$ cat config.mk
export PLATFORM = sky130hd
export DESIGN_NAME = cosine_bank_accumulator
export DESIGN_NICKNAME = d
export VERILOG_FILES = /design/src/rtl/cosine_bank_accumulator.sv
export SDC_FILE = /design/constraint.sdc
export NUM_CORES = 2
export LEC_CHECK = 0
export BUFFER_PORTS_ARGS = -buffer_cell sky130_fd_sc_hd__buf_2
export CAP_MARGIN = 20
export CORE_ASPECT_RATIO = 0.7
export CORE_MARGIN = 5
export CORE_UTILIZATION = 65
export DETAILED_ROUTE_END_ITERATION = 16
export PLACE_DENSITY = 0.93
export SYNTH_ARGS = -nofsm -noshare
export SYNTH_HDL_FRONTEND = slang
export SYNTH_SLANG_ARGS = --single-unit
$ cat constraint.sdc
create_clock -name clk_in -period 32.2 [get_ports clk_in]
set_input_delay 4.83 -clock clk_in [delete_from_list [all_inputs] [get_ports clk_in]]
set_output_delay 4.83 -clock clk_in [all_outputs]
set_load 0.005 [all_outputs]
$ cat src/rtl/cosine_bank_accumulator.sv
// cosine_bank_accumulator
// Streams one frame of I unsigned samples and keeps, for each harmonic channel
// nu, a running sum of data * cos(2*pi*nu*i/I). Every accepted sample yields
// one output beat carrying all running sums three cycles later; the beat for
// i = I-1 also raises frame_done. Frames may contain input gaps, and the next
// frame may follow the previous one without an idle cycle.
// Optional feature: define COSACC_SATURATE_EN to make the accumulators saturate
// and to add the sticky per-frame sat_flag output.
// The coefficient table is computed at elaboration with the same rounding that
// generates COS_FILE, so the design does not depend on the file being present.
module cosine_bank_accumulator #(
  parameter int DATA_W    = 32,
  parameter int COEF_W    = 16,
  parameter int ACC_W     = 32,
  parameter int I         = 160,
  parameter int NU_VALUES = 3,
  parameter int SHIFT     = 15,
  parameter     COS_FILE  = "cos_table.mem"
) (
  input  logic                       clk_in,
  input  logic                       rst_in,
  input  logic                       clear_in,
  input  logic                       in_valid,
  input  logic [DATA_W-1:0]          in_data,
  output logic                       out_valid,
  output logic [$clog2(I)-1:0]       out_addr,
  output logic [NU_VALUES*ACC_W-1:0] out_sums,
  output logic                       frame_done,
  output logic                       busy
`ifdef COSACC_SATURATE_EN
  ,
  output logic [NU_VALUES-1:0]       sat_flag
`endif
);

  localparam int                 IDX_W    = $clog2(I);
  localparam int                 PROD_W   = DATA_W + 1 + COEF_W;
  localparam logic [IDX_W-1:0]   LAST_IDX = IDX_W'(I - 1);
  localparam logic [IDX_W:0]     I_EXT    = (IDX_W + 1)'(I);
  localparam real                PI       = 3.14159265358979323846;

  if (NU_VALUES < 1 || NU_VALUES > 8 || $bits(COS_FILE) == 0) begin : g_bad_cfg
    $error("cosine_bank_accumulator: NU_VALUES must be 1..8 and COS_FILE non-empty");
  end

  // Entry k = round((2^(COEF_W-1)-1) * cos(2*pi*k/I)), halves rounded away from zero.
  function automatic logic signed [COEF_W-1:0] cos_coef(input int k);
    real amp;
    real x;
    amp = (2.0 ** (COEF_W - 1)) - 1.0;
    x   = amp * $cos(2.0 * PI * real'(k) / real'(I));
    return (x >= 0.0) ? COEF_W'($rtoi(x + 0.5)) : COEF_W'($rtoi(x - 0.5));
  endfunction

  typedef enum logic {S_IDLE, S_ACCUM} state_t;

  // NOTE: the cosine ROM is a constant table and needs no reset; every register
  // array below is reset so the whole pipeline comes up in a known state.
  logic signed [COEF_W-1:0] w_rom [I];
  for (genvar k = 0; k < I; k++) begin : g_rom
    assign w_rom[k] = cos_coef(k);
  end

  state_t                   r_state, w_state_next;
  logic                     w_busy_next;
  logic                     w_accept;
  logic                     w_last_in;
  logic [IDX_W-1:0]         r_idx;
  logic [IDX_W-1:0]         r_phase      [NU_VALUES];
  logic [IDX_W:0]           w_phase_sum  [NU_VALUES];
  logic [IDX_W-1:0]         w_phase_next [NU_VALUES];

  logic                     r_s1_valid, r_s1_last;
  logic [DATA_W-1:0]        r_s1_data;
  logic [IDX_W-1:0]         r_s1_addr;
  logic signed [COEF_W-1:0] r_s1_coef [NU_VALUES];
  logic signed [PROD_W-1:0] w_prod    [NU_VALUES];
  logic signed [ACC_W-1:0]  w_prod_acc[NU_VALUES];

  logic                     r_s2_valid, r_s2_last;
  logic [IDX_W-1:0]         r_s2_addr;
  logic signed [ACC_W-1:0]  r_s2_prod [NU_VALUES];

  logic signed [ACC_W-1:0]  r_acc     [NU_VALUES];
  logic signed [ACC_W-1:0]  w_sum     [NU_VALUES];
`ifdef COSACC_SATURATE_EN
  localparam logic signed [ACC_W-1:0] ACC_MAX = {1'b0, {(ACC_W-1){1'b1}}};
  localparam logic signed [ACC_W-1:0] ACC_MIN = {1'b1, {(ACC_W-1){1'b0}}};
  logic signed [ACC_W:0]    w_wide    [NU_VALUES];
  logic [NU_VALUES-1:0]     w_sat;
`endif

  // A clear in the same cycle as a sample wins and the sample is dropped.
  assign w_accept  = in_valid && !clear_in;
  assign w_last_in = (r_idx == LAST_IDX);

  // Frame state and busy register.
  // NOTE: sequential state is written with <= only, so every register samples
  // the values of the previous cycle regardless of statement order.
  always_ff @(posedge clk_in or posedge rst_in) begin
    if (rst_in) begin
      r_state <= S_IDLE;
      busy    <= 1'b0;
    end else begin
      r_state <= w_state_next;
      busy    <= w_busy_next;
    end
  end

  // Frame FSM next state; busy lasts until the final beat has left the pipeline.
  // NOTE: defaults come first so no path leaves a variable unassigned (no latch).
  always_comb begin
    w_state_next = r_state;
    w_busy_next  = busy;
    if (clear_in) begin
      w_state_next = S_IDLE;
      w_busy_next  = 1'b0;
    end else begin
      case (r_state)
        S_IDLE:  if (w_accept && !w_last_in) w_state_next = S_ACCUM;
        S_ACCUM: if (w_accept && w_last_in)  w_state_next = S_IDLE;
        default: w_state_next = S_IDLE;
      endcase
      if (w_accept || r_state == S_ACCUM) w_busy_next = 1'b1;
      else if (frame_done)                w_busy_next = 1'b0;
    end
  end

  // Phase accumulators: phase[nu] = (nu*i) mod I by repeated add-and-wrap.
  always_comb begin
    for (int nu = 0; nu < NU_VALUES; nu++) begin
      w_phase_sum[nu]  = {1'b0, r_phase[nu]} + (IDX_W + 1)'(nu);
      w_phase_next[nu] = (w_phase_sum[nu] >= I_EXT) ? IDX_W'(w_phase_sum[nu] - I_EXT)
                                                    : IDX_W'(w_phase_sum[nu]);
    end
  end

  // Stage 1: sample index/phase advance, data capture and ROM lookup.
  always_ff @(posedge clk_in or posedge rst_in) begin
    if (rst_in) begin
      r_idx      <= '0;
      r_s1_valid <= 1'b0;
      r_s1_last  <= 1'b0;
      r_s1_data  <= '0;
      r_s1_addr  <= '0;
      for (int nu = 0; nu < NU_VALUES; nu++) begin
        r_phase[nu]   <= '0;
        r_s1_coef[nu] <= '0;
      end
    end else if (clear_in) begin
      r_idx      <= '0;
      r_s1_valid <= 1'b0;
      for (int nu = 0; nu < NU_VALUES; nu++) r_phase[nu] <= '0;
    end else begin
      r_s1_valid <= w_accept;
      if (w_accept) begin
        r_s1_data <= in_data;
        r_s1_addr <= r_idx;
        r_s1_last <= w_last_in;
        r_idx     <= w_last_in ? '0 : r_idx + 1'b1;
        for (int nu = 0; nu < NU_VALUES; nu++) begin
          r_s1_coef[nu] <= w_rom[r_phase[nu]];
          r_phase[nu]   <= w_last_in ? '0 : w_phase_next[nu];
        end
      end
    end
  end

  // Signed product of zero-extended data and coefficient, scaled to ACC_W.
  always_comb begin
    for (int nu = 0; nu < NU_VALUES; nu++) begin
      w_prod[nu]     = PROD_W'($signed({1'b0, r_s1_data})) * PROD_W'(r_s1_coef[nu]);
      w_prod_acc[nu] = ACC_W'(w_prod[nu] >>> SHIFT);
    end
  end

  // Stage 2: register the scaled products.
  always_ff @(posedge clk_in or posedge rst_in) begin
    if (rst_in) begin
      r_s2_valid <= 1'b0;
      r_s2_last  <= 1'b0;
      r_s2_addr  <= '0;
      for (int nu = 0; nu < NU_VALUES; nu++) r_s2_prod[nu] <= '0;
    end else begin
      r_s2_valid <= r_s1_valid && !clear_in;
      if (r_s1_valid) begin
        r_s2_last <= r_s1_last;
        r_s2_addr <= r_s1_addr;
        for (int nu = 0; nu < NU_VALUES; nu++) r_s2_prod[nu] <= w_prod_acc[nu];
      end
    end
  end

  // Accumulator update: wraps by default, saturates when the option is built in.
  always_comb begin
`ifdef COSACC_SATURATE_EN
    w_sat = '0;
    for (int nu = 0; nu < NU_VALUES; nu++) begin
      w_wide[nu] = (ACC_W + 1)'(r_acc[nu]) + (ACC_W + 1)'(r_s2_prod[nu]);
      w_sum[nu]  = w_wide[nu][ACC_W-1:0];
      if (w_wide[nu][ACC_W] != w_wide[nu][ACC_W-1]) begin
        w_sat[nu] = 1'b1;
        w_sum[nu] = w_wide[nu][ACC_W] ? ACC_MIN : ACC_MAX;
      end
    end
`else
    for (int nu = 0; nu < NU_VALUES; nu++) w_sum[nu] = r_acc[nu] + r_s2_prod[nu];
`endif
  end

  // Stage 3: accumulate, present running sums, auto-clear after the last sample.
  always_ff @(posedge clk_in or posedge rst_in) begin
    if (rst_in) begin
      out_valid  <= 1'b0;
      out_addr   <= '0;
      out_sums   <= '0;
      frame_done <= 1'b0;
      for (int nu = 0; nu < NU_VALUES; nu++) r_acc[nu] <= '0;
`ifdef COSACC_SATURATE_EN
      sat_flag   <= '0;
`endif
    end else if (clear_in) begin
      out_valid  <= 1'b0;
      frame_done <= 1'b0;
      for (int nu = 0; nu < NU_VALUES; nu++) r_acc[nu] <= '0;
`ifdef COSACC_SATURATE_EN
      sat_flag   <= '0;
`endif
    end else begin
      out_valid  <= r_s2_valid;
      frame_done <= r_s2_valid && r_s2_last;
      if (r_s2_valid) begin
        out_addr <= r_s2_addr;
        for (int nu = 0; nu < NU_VALUES; nu++) begin
          out_sums[nu*ACC_W +: ACC_W] <= w_sum[nu];
          r_acc[nu]                   <= r_s2_last ? '0 : w_sum[nu];
        end
`ifdef COSACC_SATURATE_EN
        sat_flag <= (r_s2_addr == '0) ? w_sat : (sat_flag | w_sat);
`endif
      end
    end
  end

endmodule
==> summary.txt <==
Run status
  • Outcome: complete, no violations

Die
  • Number of I/O pins: roughly 140
  • DIE HEIGHT: about 290 µm
  • Row cnt: 103
  • Die width: approximately 400 µm
  • Core ar.: 0.112 mm²
  • Die area: 0.119 mm²
  • Initial Util: 65.2%

Detailed routing
  • Pre-Repair DR Iteration Count: 9
  • Initial drt markers: 7759
  • Final wirelength: around 210000 µm
  • Vias per cell: roughly 6.1
  • Via count: around 60k
  • DR DRC count: 0
  • DRT antenna net count: 0
  • DR WL/cell: approximately 22 µm

Worst setup path
  • Crit-path slowest cell: dfrtp_1
  • Worst EP arrival: between 8 and 9 ns
  • CP top delay family: adder cells
  • Crit path kind: reg -> reg
  • Crit path capture type: flop
  • Crit start category: flop
  • Critical path depth: 24
  • Length in cells of the worst reg-to-reg path: 24
  • Critical Path Fanout Max: 31
  • Crit path top cell by count: fa_1
  • Crit path buf inv count: 6
  • Crit-path cells: buf_4, nand2_1, fa_1, inv_1, fa_1, inv_1, fa_1, inv_1, fa_1, fa_1, inv_1, fa_1, inv_1, ha_1, nand4_1, nor3_1, and3b_1, o31ai_1, nand3_1, nand3_1, o21ai_0, a41oi_1, xnor2_1, mux2_2
  • CP Data Required Time: between 30 and 40 ns
  • Crit-path max cell delay: 0.79 ns

Clock network
  • CTS Hold Bufs: 0
  • CTS tree: yes
  • CTS root buffer: clkbuf_16
  • H-tree level count: 2
  • Post-CTS sizing: 0
  • Clock Latency Late Sink: 0.63 ns
  • Reg clk slew, reported paths: about 0.080 ns
  • Clock Sinks: between 400 and 500
  • CTS Buf Count: 42
  • Clock Tree Buf Depth: 3
  • Setup repair bufs after CTS: 0

Job
  • Max capacitance violation total: 0

Global route
  • Vias in the first global route: roughly 64k
  • First-pass GRT wire length: 345000 µm
  • Largest net degree at the start of global routing: approximately 110
  • Initial antenna violation count: 9
  • GR Util All Layers: 36.1%
  • Total gr overflow: 0

Synth
  • Asr flop ratio synth: 100%
  • Mapped Cells: about 8.5k
  • Syn nets: roughly 10k
  • EDFF count, synth: 0
  • Synth warn: 0
  • Sequential fraction of the synthesis area: approximately 14%
  • Yosys cell types: 87
  • Number of synthesized register bits: around 420
  • Prevailing post-synth register cell: dfrtp_1
  • Syn Std Cell Area: 0.0732 mm²
  • Mapped Avg Cell Area: ~8.6 µm²

Final layout
  • Area Overhead vs Synth: 4.81%
  • Share of cells above drive strength 1: approximately 5.8%
  • Post-layout nets: 10.1k
  • Most frequent cells in the layout: inv_1, nand2_1, fa_1, and2_1, ha_1
  • Commonest non-fill, non-tap cell in the layout: inv_1

Place
  • Port Buf Inserts: between 100 and 150
  • Post-detail-place hpwl: between 150000 and 200000 µm
  • Routability cong.: around 0.99

Hold path
  • Worst Hold Depth: 2
  • Worst Hold Class: reg -> reg

STA
  • Setup Skew: ~0.037 ns
  • Minimum clock period: between 7 and 8 ns
  • Final Hold Fails: 0
  • RSZ-0062 raised after global routing: false
  • TNS Setup: 0 ns
  • Max Freq: roughly 0.13 GHz
  • Fin. max-slew vios: 0
  • Slew headroom: between 20 and 30%
  • Setup violators final: 0
  • Actual transition at the worst max-transition pin: approximately 1.1 ns
  • Fin crit share: around 24%
-- sequential cells by signal, summed over array words and instances (netlist names), 8 cells and up --
register	cells
r_s1_data	32
out_sums	96
r_s2_prod	96
r_s2_addr	8
r_s1_coef	45
r_idx	8
r_acc	96
r_phase	18
r_s1_addr	8
out_addr	8
-- worst reg2reg max path: cells and delay by family (launching register included) --
family,cells,cell delay [ns]
buffers and inverters,6,0.81
adders and majority gates,7,3.51
and+or+nand+nor,6,1.47
muxes,1,0.26
AOI/OAI and AO/OA,3,0.72
xor gates and xnor gates,1,0.16
DFF,1,0.79
-- per-stage QoR --
stage / cells / worst slack [ns] / hold WS, ns / cell area (µm²) / utilization, %
after floorplan: 8463 / 15.59 / 0.435 / 73200 / -
after global placement: 9729 / 24.69 / 0.450 / 74700 / 66.5
after detailed placement: 9735 / 24.56 / 0.458 / 74900 / 66.7
after CTS: 9812 / 24.49 / 0.473 / 76400 / 68.1
after global routing: 9826 / 24.07 / 0.496 / 76700 / 68.3
final: 9827 / 24.36 / 0.465 / 76700 / 68.3
-- synth_stat cells (10+ instances only) --
cell / n / area, µm²
nand2b_1: 55 / 344
clkbuf_1: 458 / 1720
o31ai_1: 20 / 150
a31oi_1: 31 / 194
and3_1: 19 / 119
a221oi_1: 11 / 96.3
inv_1: 1636 / 6140
buf_1: 31 / 116
o21a_1: 28 / 210
o221ai_1: 12 / 105
a21o_1: 107 / 803
a22oi_1: 13 / 97.6
a22o_1: 41 / 359
o21ai_0: 318 / 1590
or3_1: 10 / 62.6
a21oi_1: 313 / 1570
nor2_1: 314 / 1180
a211o_1: 10 / 87.6
o22ai_1: 13 / 81.3
mux2_2: 98 / 1100
a211oi_1: 48 / 360
nor2b_1: 17 / 106
ha_1: 551 / 6890
mux2i_1: 17 / 170
xor2_1: 82 / 718
a311oi_1: 14 / 123
and2_1: 576 / 3600
o311ai_0: 12 / 105
o211ai_1: 41 / 308
fa_1: 1254 / 25100
nor3_1: 48 / 240
nand3_1: 70 / 350
nand4_1: 32 / 200
xnor2_1: 132 / 1160
nand2_1: 1414 / 5310
dfrtp_1: 423 / 10600
o21bai_1: 38 / 285
-- path summary, 6_finish.rpt --
kind,from,endpoint,slack [ns]
worst min-delay path,out_sums[6],out_sums[6],0.46
worst max-delay path,r_s1_data[29],r_s2_prod[95],24.36
worst min register to register,out_sums[6],out_sums[6],0.46
min in group asynchronous,rst_in,out_sums[67],4.33
max in group asynchronous,rst_in,r_phase[12],25.56
worst max register to register,r_s1_data[29],r_s2_prod[95],24.36
-- cell type report --
cell class                      count  area [µm²]
Clock inverter                     21         364
Multi-Input combinational cell   5897       54500
Antenna cell                        5        12.5
Timing Repair Buffer              258        1900
Clock buffer                       56        1170
Tap cell                         1522        1900
Inverter                         1645        6180
Sequential cell                   423       10600
Fill cell                        7901       35600
-- kinds of logic after synthesis --
group | Yosys count | share of synthesized area, %
AND/OR/NAND/NOR | 2590 | 16.1
buffers and inverters | 2143 | 11.0
adder cells (fa/ha/maj) | 1806 | 43.7
AO/OA/AOI/OAI | 1163 | 10.1
flip-flops | 423 | 14.5
XOR/XNOR | 214 | 2.56
multiplexers | 124 | 2.02
-- metal layers --
metal | share of wire (%) | track usage, % | vias up
met5 | 0.018 | 0.321 | -
met3 | 14 | 12.3 | 839
met2 | 44 | 54.2 | 4380
met1 | 37 | 48.1 | 29458
li1 | - | - | 25604
met4 | 4.8 | 15.5 | 6
Power is not shown: default switching activity piles up to over one toggle a cycle in this logic, so the estimate is an artifact.
